$ cat config.mk
export PLATFORM = sky130hd
export DESIGN_NAME = i2c_byte_writer
export DESIGN_NICKNAME = d
export VERILOG_FILES = /design/src/rtl/i2c_pkg.sv /design/src/rtl/i2c_edge_sync.sv /design/src/rtl/i2c_byte_writer.sv
export SDC_FILE = /design/constraint.sdc
export NUM_CORES = 1
export LEC_CHECK = 0
export BUFFER_PORTS_ARGS = -buffer_cell sky130_fd_sc_hd__buf_2
export CORE_UTILIZATION = 45
export CTS_CLUSTER_DIAMETER = 30
export CTS_CLUSTER_SIZE = 20
export DETAILED_ROUTE_END_ITERATION = 8
export HOLD_SLACK_MARGIN = 0.03
export PLACE_DENSITY = 0.64
export SYNTH_ARGS = -nofsm -noshare
export SYNTH_HDL_FRONTEND = slang
export SYNTH_SLANG_ARGS = --single-unit
$ cat constraint.sdc
create_clock -name clock -period 2.3 [get_ports clock]
set_clock_uncertainty 0.2 [all_clocks]
set_input_delay 0.23 -clock clock [delete_from_list [all_inputs] [get_ports clock]]
set_output_delay 0.23 -clock clock [all_outputs]
set_load 0.005 [all_outputs]
$ cat src/rtl/i2c_pkg.sv
// i2c_pkg: shared state encoding, ACK polarity and bit-counter width for the I2C byte writer
package i2c_pkg;
  typedef enum logic [3:0] {IDLE, START, HOLD, ADDR, ACK1, DATA, ACK2, STOP, STOP2} state_t;
  localparam logic ACK = 1'b0;
  localparam logic NACK = 1'b1;
  localparam int CNT_W = 3;
endpackage

$ cat src/rtl/i2c_edge_sync.sv
// i2c_edge_sync: synchronises ClockI2C and SDAIn and derives one-cycle rise/fall pulses
module i2c_edge_sync #(
  parameter int SYNC_STAGES = 2
) (
  input  logic clk,
  input  logic rst_n,
  input  logic scl_in,
  input  logic sda_in,
  output logic scl_s,
  output logic sda_s,
  output logic rise,
  output logic fall
);
  logic [SYNC_STAGES:0] c;
  logic [SYNC_STAGES-1:0] d;
  always_ff @(posedge clk or negedge rst_n)
    if (!rst_n) begin
      c <= '0;
      d <= '1;
    end else begin
      c <= {c[SYNC_STAGES-1:0], scl_in};
      d <= {d[SYNC_STAGES-2:0], sda_in};
    end
  assign scl_s = c[SYNC_STAGES-1];
  assign sda_s = d[SYNC_STAGES-1];
  assign rise = c[SYNC_STAGES-1] & ~c[SYNC_STAGES];
  assign fall = ~c[SYNC_STAGES-1] & c[SYNC_STAGES];
endmodule

$ cat src/rtl/i2c_byte_writer.sv
// i2c_byte_writer: frames START, address+RW, ACK, one data byte, ACK and STOP from ClockI2C edges
module i2c_byte_writer
  import i2c_pkg::*;
#(
  parameter int SYNC_STAGES = 2
) (
  input  logic       clock,
  input  logic       Reset,
  input  logic       Start,
  input  logic [6:0] SlaveAddress,
  input  logic       RW,
  input  logic [7:0] DataIn,
  input  logic       ClockI2C,
  input  logic       SDAIn,
  output logic       BaudEnable,
  output logic       SCL,
  output logic       SDADriveLow,
  output logic       Busy,
  output logic       Done,
  output logic       AckError
);
  state_t state;
  logic [7:0] shift, data;
  logic [CNT_W-1:0] cnt;
  logic rw, follow, ack_bit;
  logic scl_s, sda_s, rise_r, fall_r, rise, fall;
  i2c_edge_sync #(.SYNC_STAGES(SYNC_STAGES)) u_sync (
    .clk(clock), .rst_n(Reset), .scl_in(ClockI2C), .sda_in(SDAIn),
    .scl_s(scl_s), .sda_s(sda_s), .rise(rise_r), .fall(fall_r)
  );
  assign rise = rise_r & BaudEnable;
  assign fall = fall_r & BaudEnable;
  always_ff @(posedge clock or negedge Reset)
    if (!Reset) begin
      state <= IDLE;
      SCL <= 1'b1;
      SDADriveLow <= 1'b0;
      BaudEnable <= 1'b0;
      Busy <= 1'b0;
      Done <= 1'b0;
      AckError <= 1'b0;
      follow <= 1'b0;
      ack_bit <= ACK;
      shift <= '0;
      data <= '0;
      rw <= 1'b0;
      cnt <= '0;
    end else begin
      Done <= 1'b0;
      SCL <= follow ? scl_s : 1'b1;
      case (state)
        IDLE: if (Start) begin
          shift <= {SlaveAddress, RW};
          data <= DataIn;
          rw <= RW;
          AckError <= 1'b0;
          BaudEnable <= 1'b1;
          Busy <= 1'b1;
          state <= START;
        end
        START: if (rise) begin
          SDADriveLow <= 1'b1;
          state <= HOLD;
        end
        HOLD: if (fall) begin
          follow <= 1'b1;
          SCL <= scl_s;
          SDADriveLow <= ~shift[7];
          cnt <= '1;
          state <= ADDR;
        end
        ADDR, DATA: if (fall) begin
          if (cnt == '0) begin
            SDADriveLow <= 1'b0;
            state <= (state == ADDR) ? ACK1 : ACK2;
          end else begin
            shift <= shift << 1;
            cnt <= cnt - 1'b1;
            SDADriveLow <= ~shift[6];
          end
        end
        ACK1, ACK2: if (rise) begin
          ack_bit <= sda_s;
          if (sda_s == NACK) AckError <= 1'b1;
        end else if (fall) begin
          if (state == ACK2 || rw || ack_bit == NACK) begin
            SDADriveLow <= 1'b1;
            state <= STOP;
          end else begin
            shift <= data;
            SDADriveLow <= ~data[7];
            cnt <= '1;
            state <= DATA;
          end
        end
        STOP: if (rise) begin
          follow <= 1'b0;
          SCL <= 1'b1;
          state <= STOP2;
        end
        STOP2: if (fall) begin
          SDADriveLow <= 1'b0;
          BaudEnable <= 1'b0;
          Busy <= 1'b0;
          Done <= 1'b1;
          state <= IDLE;
        end
        default: state <= IDLE;
      endcase
    end
endmodule

Word level (Yosys, flattened, before mapping)
Cells that the tools add are included.
{"block": "word_totals", "regBits": 36}
{"block": "classes", "n_reduce_logical": 21, "eq_ne": 21, "muxes": 50, "addsub": 1, "bitwise_logic": 9}
{"operator": "2-to-1 mux 8 bit", "n": 6}
{"operator": "2-to-1 mux 4 bit", "n": 9}
{"operator": "one-hot mux 4 bit (7 select lines)", "n": 1}
{"operator": "!= test 2 bit (second input constant)", "n": 12}
{"operator": "one-hot mux 8 bit (3 select lines)", "n": 1}
{"operator": "AND reduction 7 bit", "n": 3}
{"operator": "2-to-1 mux 1 bit", "n": 19}
{"operator": "2-to-1 mux 3 bit", "n": 6}
{"operator": "== test 4 x 3 -> 1 bit (second input constant)", "n": 4}
{"operator": "one-hot mux 3 bit (3 select lines)", "n": 1}
{"operator": "AND reduction 9 bit", "n": 1}
{"operator": "== test 4 x 2 -> 1 bit (second input constant)", "n": 2}
{"operator": "one-hot mux 1 bit (2 select lines)", "n": 4}
{"operator": "AND reduction 3 bit", "n": 2}
{"operator": "nonzero test 2 bit", "n": 3}
{"operator": "nonzero test 3 bit", "n": 2}
{"operator": "NOT 1 bit", "n": 5}
{"operator": "one-hot mux 1 bit (5 select lines)", "n": 1}
{"operator": "nonzero test 5 bit", "n": 1}
{"operator": "bitwise AND 1 bit", "n": 4}
{"operator": "== test 4 x 1 -> 1 bit (second input constant)", "n": 1}
{"operator": "== test 4 bit (second input constant)", "n": 1}
{"operator": "logical NOT 4 bit", "n": 1}
{"operator": "2-to-1 mux 2 bit", "n": 2}
{"operator": "7 further kinds", "n": 10}

Logic depth before layout (Yosys ltp)
Gate-level depths: netlist of the first run.
{"block": "depth", "word_depth": 7, "ltp_mapped": 7, "depth_no_buf": 7}

Cells and area by module
From an unflattened synthesis of the first run, not the netlist that was laid out.
{"block": "unflattened", "cells_unflattened": 179, "area_unflattened_um2": 1850.5}
{"mod": "i2c_byte_writer", "cells_per_inst": 172, "area_each_um2": 1707.9, "seq_area_each_um2": 777.0, "instances": 1}
{"mod": "i2c_edge_sync", "cells_per_inst": 7, "area_each_um2": 142.6, "seq_area_each_um2": 127.6, "instances": 1}

Worst setup path before layout of the first run
No wires, ideal clock.
{"block": "synth_path", "path_kind": "register to register", "start": "reg cnt[0]", "end": "reg shift[0]", "path_stages_with_launch": 8, "arrival_time_ns": 1.613, "required_time_ns": 1.960, "setup_slack_ns": 0.346, "cell_sequence": "dfrtp_1 -> inv_1 -> ha_1 -> nor2b_1 -> nor2_1 -> a221oi_1 -> nor3_4 -> mux2i_1"}
{"block": "synth_via", "elab_chain_len": 3}
{"item": "from (decl)", "line": "i2c_byte_writer.sv:24", "text": "logic [CNT_W-1:0] cnt;"}
{"item": "from (signal assigned)", "line": "i2c_byte_writer.sv:78", "text": "cnt <= cnt - 1'b1;"}
{"item": "logical NOT 3 bit", "line": "i2c_byte_writer.sv:73", "text": "if (cnt == '0) begin"}
{"item": "!= test 2 bit (no line)"}
{"item": "AND reduction 7 bit (no line)"}
{"item": "to (signal assigned)", "line": "i2c_byte_writer.sv:53", "text": "shift <= {SlaveAddress, RW};"}
{"item": "to (signal assigned)", "line": "i2c_byte_writer.sv:77", "text": "shift <= shift << 1;"}
{"item": "to (signal assigned)", "line": "i2c_byte_writer.sv:90", "text": "shift <= data;"}
{"item": "to (decl)", "line": "i2c_byte_writer.sv:23", "text": "logic [7:0] shift, data;"}
No other way between the ends.
A chain may end at the register's enable or synchronous reset.

Final worst setup path of the first run
{"block": "layout_path", "start": "reg cnt[0]", "end": "reg shift[6]"}
The elaborated chain is that of the path after synthesis.

==> results of run 1 <==
path summary, 6_finish.rpt:
kind | start | depth (start not counted) | end | slack, ns
setup / recovery | cnt[0] | 7 | shift[6] | 0.13
hold / removal | SlaveAddress[4] | 3 | shift[5] | 0.04
setup reg to reg | cnt[0] | 7 | shift[6] | 0.13
hold reg to reg | u_sync.c[0] | 0 | u_sync.c[1] | 0.16
max in group asynchronous | Reset | 2 | state[2] | 1.00
min in group asynchronous | Reset | 2 | state[0] | 0.36
worst max-delay path: stages (launching register included):
cell	delay (ns)
dfrtp_1	0.38
inv_1	0.10
ha_1	0.17
nor2b_1	0.35
nor2_1	0.08
a221oi_1	0.45
nor3_4	0.17
mux2i_1	0.15
registers in the layout, summed over array words and instances (netlist names):
| name | cells |
|---|---|
| SDADriveLow | 1 |
| u_sync.c | 3 |
| u_sync.d | 2 |
| data | 8 |
| Done | 1 |
| Busy | 1 |
| shift | 8 |
| ack_bit | 1 |
| state | 4 |
| AckError | 1 |
| cnt | 3 |
| rw | 1 |
| SCL | 1 |
| follow | 1 |
power groups by stage:
stage          Sequential, mW  Combinational [mW]  Clock, mW
6_report                 1.19                1.58      0.440
5_1_grt                  1.23                1.74      0.481
4_1_cts                  1.18                1.58      0.452
3_5_place_dp             1.19                1.56          0
3_3_place_gp             1.17                1.52          0
2_1_floorplan            1.04                1.33          0
final cells by class:
class                           instances  area, µm²  area share [%]
Sequential cell                        36        906            39.1
Multi-Input combinational cell        119        895            38.6
Timing Repair Buffer                   47        320            13.8
Clock buffer                            6       72.6            3.13
Tap cell                               50       62.6            2.70
Inverter                               13       48.8            2.11
Clock inverter                          2       12.5           0.540
per-layer routing:
metal / up-vias / GRT usage [%] / share of wire, %
met1: 737 / 25.7 / 44
met4: 0 / 5.59 / 0.67
met2: 29 / 35.4 / 52
li1: 723 / - / -
met3: 4 / 5.07 / 3.2
met5: - / 0 / 0
through the flow:
step | hold slack (ns) | setup slack, ns | util (%)
final | 0.0357 | 0.127 | 57.1
after detailed placement | 0.138 | 0.130 | 51.8
after CTS | 0.0335 | 0.122 | 57.1
after global routing | 0.0404 | 0.00173 | 57.1
after global placement | 0.135 | 0.165 | 51.8
after floorplan | -0.266 | 0.346 | -
repair_timing:
action | CTS | global route
endpoints found under the hold margin | 45 | 0
endpoints found under the setup margin | 0 | 1
buffers inserted | 0 | 0
hold buffers | 13 | 0
gates resized for setup | 0 | 1
kinds of logic (layout without fill, tap and decap cells):
group	Yosys count	in the layout	share of synthesized area (%)
AO/OA/AOI/OAI	50	50	19.1
AND/OR/NAND/NOR	47	47	14.8
flip-flops	36	36	47.1
buffers and inverters	23	68	6.32
multiplexers	20	20	11.4
adder cells (fa/ha/maj)	2	2	1.30
cells in the mapped netlist (all sizes together) (2+ instances only):
library cell | n | share of area, %
nor2b | 2 | 0.65
o21ai | 7 | 2.0
ha | 2 | 1.3
mux2 | 12 | 7.2
a21o | 3 | 1.2
nand2b | 4 | 1.3
a32oi | 2 | 0.91
and3 | 2 | 0.65
a221oi | 2 | 1.8
a21oi | 18 | 4.7
nor2 | 13 | 2.5
mux2i | 8 | 4.2
buf | 9 | 3.6
nand2 | 10 | 2.0
a22o | 7 | 3.2
and3b | 2 | 0.91
nor4 | 2 | 0.65
dfstp | 3 | 4.1
or3 | 2 | 0.65
dfrtp | 33 | 43
inv | 13 | 2.5
nor3b | 2 | 0.78
placed cells by master (no fill, tap or decap), types with 4 or more instances in the layout:
cell           instances
buf_2                 26
inv_1                 12
a21oi_1               18
mux2i_1                8
mux2_2                11
nand2b_1               4
nor2_1                13
dlygate4sd3_1         13
nand2_1               10
buf_4                  8
o21ai_0                4
a22o_1                 7
clkbuf_8               5
dfrtp_1               32
==> results.toml, run 1 <==
[clock_tree]
tritoncts = "yes"
clkSinkCount = 36
root_buffer = "clkbuf_8"
numCtsBuffers = 5
clock_latency_ns = 0.29
clock_path_buffers = 2
clk_pin_slew_ns = 0.08
ctsHtreeMaxLevel = 2

[synthesis]
synthCells = 178
synth_area_per_cell_um2 = 10.8
yosysSeqAreaShare_pct = 47.1
async_flop_share_pct = 100
synth-main-ff-cell = "dfrtp_1"
synthesis.nets = 201
synth_edf_count = 0
synth_area_mm2 = 0.00192
yosys_register_bits = 36
synth_cell_type_count = 49
synth_warnings = 0

[global_route]
grt_max_degree = 37
grt_pass1_vias = 1457
antenna_found_initial = 0
grtUsageTotal_pct = 20.6
grt_pass1_wl_mm = 6.85
grt-ovfl-total = 0

[detailed_routing]
wl_per_cell_um = 15.2
firstDrtPassIters = 4
vias = 1493
dr.first_iter.drc_count = 79
ant_nets = 0
finalWirelength_mm = 4.16
avgViaCountPerCell = 5.47
drc = 0

[pwr]
swShare_pct = 40.0
pwr-share-seq_pct = 37.0
clkPwrFrac_pct = 13.7
peakVddDrop_mv = 0.689
p_int_mw = 1.92
power_leakage_nw = 1.07
p_total_mw = 3.20
pwr-share-comb_pct = 49.3
p_sw_mw = 1.28
power_density_mw_per_mm2 = 1380

[floorplanning]
io_pins = 27
die_area_mm2 = 0.00453
die_width_um = 67.3
core-area_mm2 = 0.00406
die_h_um = 67.3
start_util_pct = 47.3
rows = 23

[placed_design]
placed_cell_area_mm2 = 0.00210
io_buffers = 26
gp_congestion = 0.934
dp_hpwl_mm = 2.88
dp_cells = 252

[sta]
max_freq_mhz = 460
finalMaxSlewViolations = 0
tns_ns = 0
fin_crit_sh_pct = 94.5
hold_violations = 0
setup_viol = 0
maxSlewHeadroom_pct = 47.2
worstMarginPinSlew_ns = 0.792
min_period_ns = 2.17
rsz0062_at_grt = "false"

[hold_path]
hold_class = "in2reg"

[critical_path]
cp_max_fo = 8
path_class = "reg2reg"
startpoint_type = "flip-flop"
endpoint_kind = "flip-flop"
arrival_ns = 2.12
cp_data_required_time_ns = 2.25

[layout]
layoutNonFillerInstCount = 273
final_nets = 245
drive_gt1_share_pct = 30.0
n_fill_cell = 351
antenna_cells = 0
finalInstanceArea_mm2 = 0.00232
area_growth_pct = 20.7

[job]
maxCapViolCount = 0

[status]
outcome = "finished clean"
(Power assumes the default switching activity.)
==> run 2: changes to the inputs <==
- BUFFER_PORTS_ARGS: -buffer_cell sky130_fd_sc_hd__buf_2 -> -buffer_cell sky130_fd_sc_hd__buf_4
- CORE_MARGIN: default -> 8
==> run 2 against run 1 <==
Against the previous run: worst hold slack improved by 0.0064 ns; highest routed layer unchanged; combinational power is 3% higher; critical endpoint is now SDADriveLow; fmax up 1.6%; critical path depth down 3; largest cell class unchanged; critical path type unchanged; cell count rose by 1.1%.
==> results.toml, run 2 (synthesis results as in run 1) <==
[placed_design]
gp_congestion = 0.880
placed_cell_area_mm2 = 0.00217
dp_hpwl_mm = 3.05
place_ws_ns = 0.0629
io_buffers = 26

[detailed_routing]
drc = 0
vias = 1523
finalWirelength_mm = 4.46
firstDrtPassIters = 4
wl_per_cell_um = 16.1
avgViaCountPerCell = 5.52
dr.first_iter.drc_count = 184
ant_nets = 0

[critical_path]
path_class = "reg2reg"
arrival_ns = 2.12
cp_max_fo = 17
r2r-start = "state[1]"
cp_data_required_time_ns = 2.28
r2r_cells = 4
reg2reg_to = "SDADriveLow"
rrSetupSlack_ns = 0.16
startpoint_type = "flip-flop"
endpoint_kind = "flip-flop"

[layout]
most-common-layout-cells = "buf_4, dfrtp_1, a21oi_1"
layout_commonest_cell = "buf_4"
top_regs = "data x8, shift x8, state x4"
antenna_cells = 0
drive_gt1_share_pct = 30.5
area_growth_pct = 26.8
final_nets = 248
n_fill_cell = 333
finalInstanceArea_mm2 = 0.00244

[clock_tree]
clock_latency_ns = 0.29
clkSinkCount = 36
tritoncts = "yes"
ctsHtreeMaxLevel = 2
clk_pin_slew_ns = 0.07
clock_path_buffers = 2
numCtsBuffers = 5
root_buffer = "clkbuf_8"

[pwr]
peakVddDrop_mv = 0.603
power_density_mw_per_mm2 = 1370
power_leakage_nw = 1.12

[sta]
max_freq_mhz = 468
hold_violations = 0
rsz0062_at_grt = "false"
setup_viol = 0
timing.final.ws_setup_ns = 0.162
finalMaxSlewViolations = 0
min_period_ns = 2.14
fin_crit_sh_pct = 93.0
maxSlewHeadroom_pct = 64.0
worstMarginPinSlew_ns = 0.539
tns_ns = 0

[floorplanning]
die_h_um = 81.3
io_pins = 27
core-area_mm2 = 0.00406
rows = 23
start_util_pct = 47.3
die_width_um = 81.3
die_area_mm2 = 0.00661

[hold_path]
hold_depth = 3
hold_class = "in2reg"
min_from = "SlaveAddress[0]"
holdPathEnd = "shift[1]"

[status]
outcome = "finished clean"

[job]
maxCapViolCount = 0

[global_route]
grt_pass1_vias = 1661
grt-ovfl-total = 0
grt_pass1_wl_mm = 7.59
grtUsageTotal_pct = 14.8
antenna_found_initial = 0
grt_max_degree = 37
[run 2: cell count changes in the layout (fill, tap and decap cells not counted), sizes merged]
| cell | before | now |
|---|---|---|
| clkinv | 1 | 0 |
| dlygate4sd3 | 13 | 16 |
| clkinvlp | 1 | 0 |
| clkbuf | 6 | 8 |
[run 2: per-layer routing]
metal	track usage [%]	up-vias	routed length, µm
met4	6.61	0	92
li1	-	727	-
met1	17.5	742	1940
met2	24.3	44	2220
met5	0	-	0
met3	4.53	10	209
[run 2: worst max path at each step]
stage / start / end / slack [ns]
after global routing: state[1] / state[0] / 0.04
after global placement: cnt[0] / shift[2] / 0.17
after detailed placement: cnt[0] / shift[3] / 0.06
after floorplan: cnt[0] / shift[0] / 0.35
final: state[1] / SDADriveLow / 0.16
after CTS: cnt[0] / shift[3] / 0.05
[run 2: through the flow]
step                      std cells  utilization (%)  power, mW  hold slack (ns)
after detailed placement        252             53.4       2.79           0.0169
after global routing            276             60.0       3.60           0.0476
after global placement          252             53.4       2.72          0.00642
after CTS                       276             59.8       3.32           0.0448
after floorplan                 178                -       2.38           -0.266
final                           276             60.0       3.33           0.0422
[run 2: final cells by class]
class / instances / area [µm²] / share of cell area, %
Tap cell: 50 / 62.6 / 2.57
Multi-Input combinational cell: 119 / 903 / 37.1
Clock buffer: 8 / 100 / 4.11
Sequential cell: 36 / 906 / 37.2
Timing Repair Buffer: 50 / 415 / 17.1
Inverter: 13 / 48.8 / 2.00
[run 2: repair_timing]
action / CTS / global route
endpoints found under the hold margin: 48 / 0
endpoints found under the setup margin: 0 / 10
hold buffers: 16 / 0
gates resized for setup: 0 / 3
setup buffers: 0 / 0
[run 2: critical path: stages, from the launching register on]
cell and delay [ns]:
dfrtp_1 0.58, or4b_4 0.68, a32oi_1 0.22, o21ai_1 0.09, mux2_2 0.27
[run 2: where the power goes]
part / total (mW) / internal [mW] / switching (mW)
Clock: 0.495 / 0.273 / 0.222
Sequential: 1.20 / 0.904 / 0.298
Combinational: 1.63 / 0.847 / 0.787
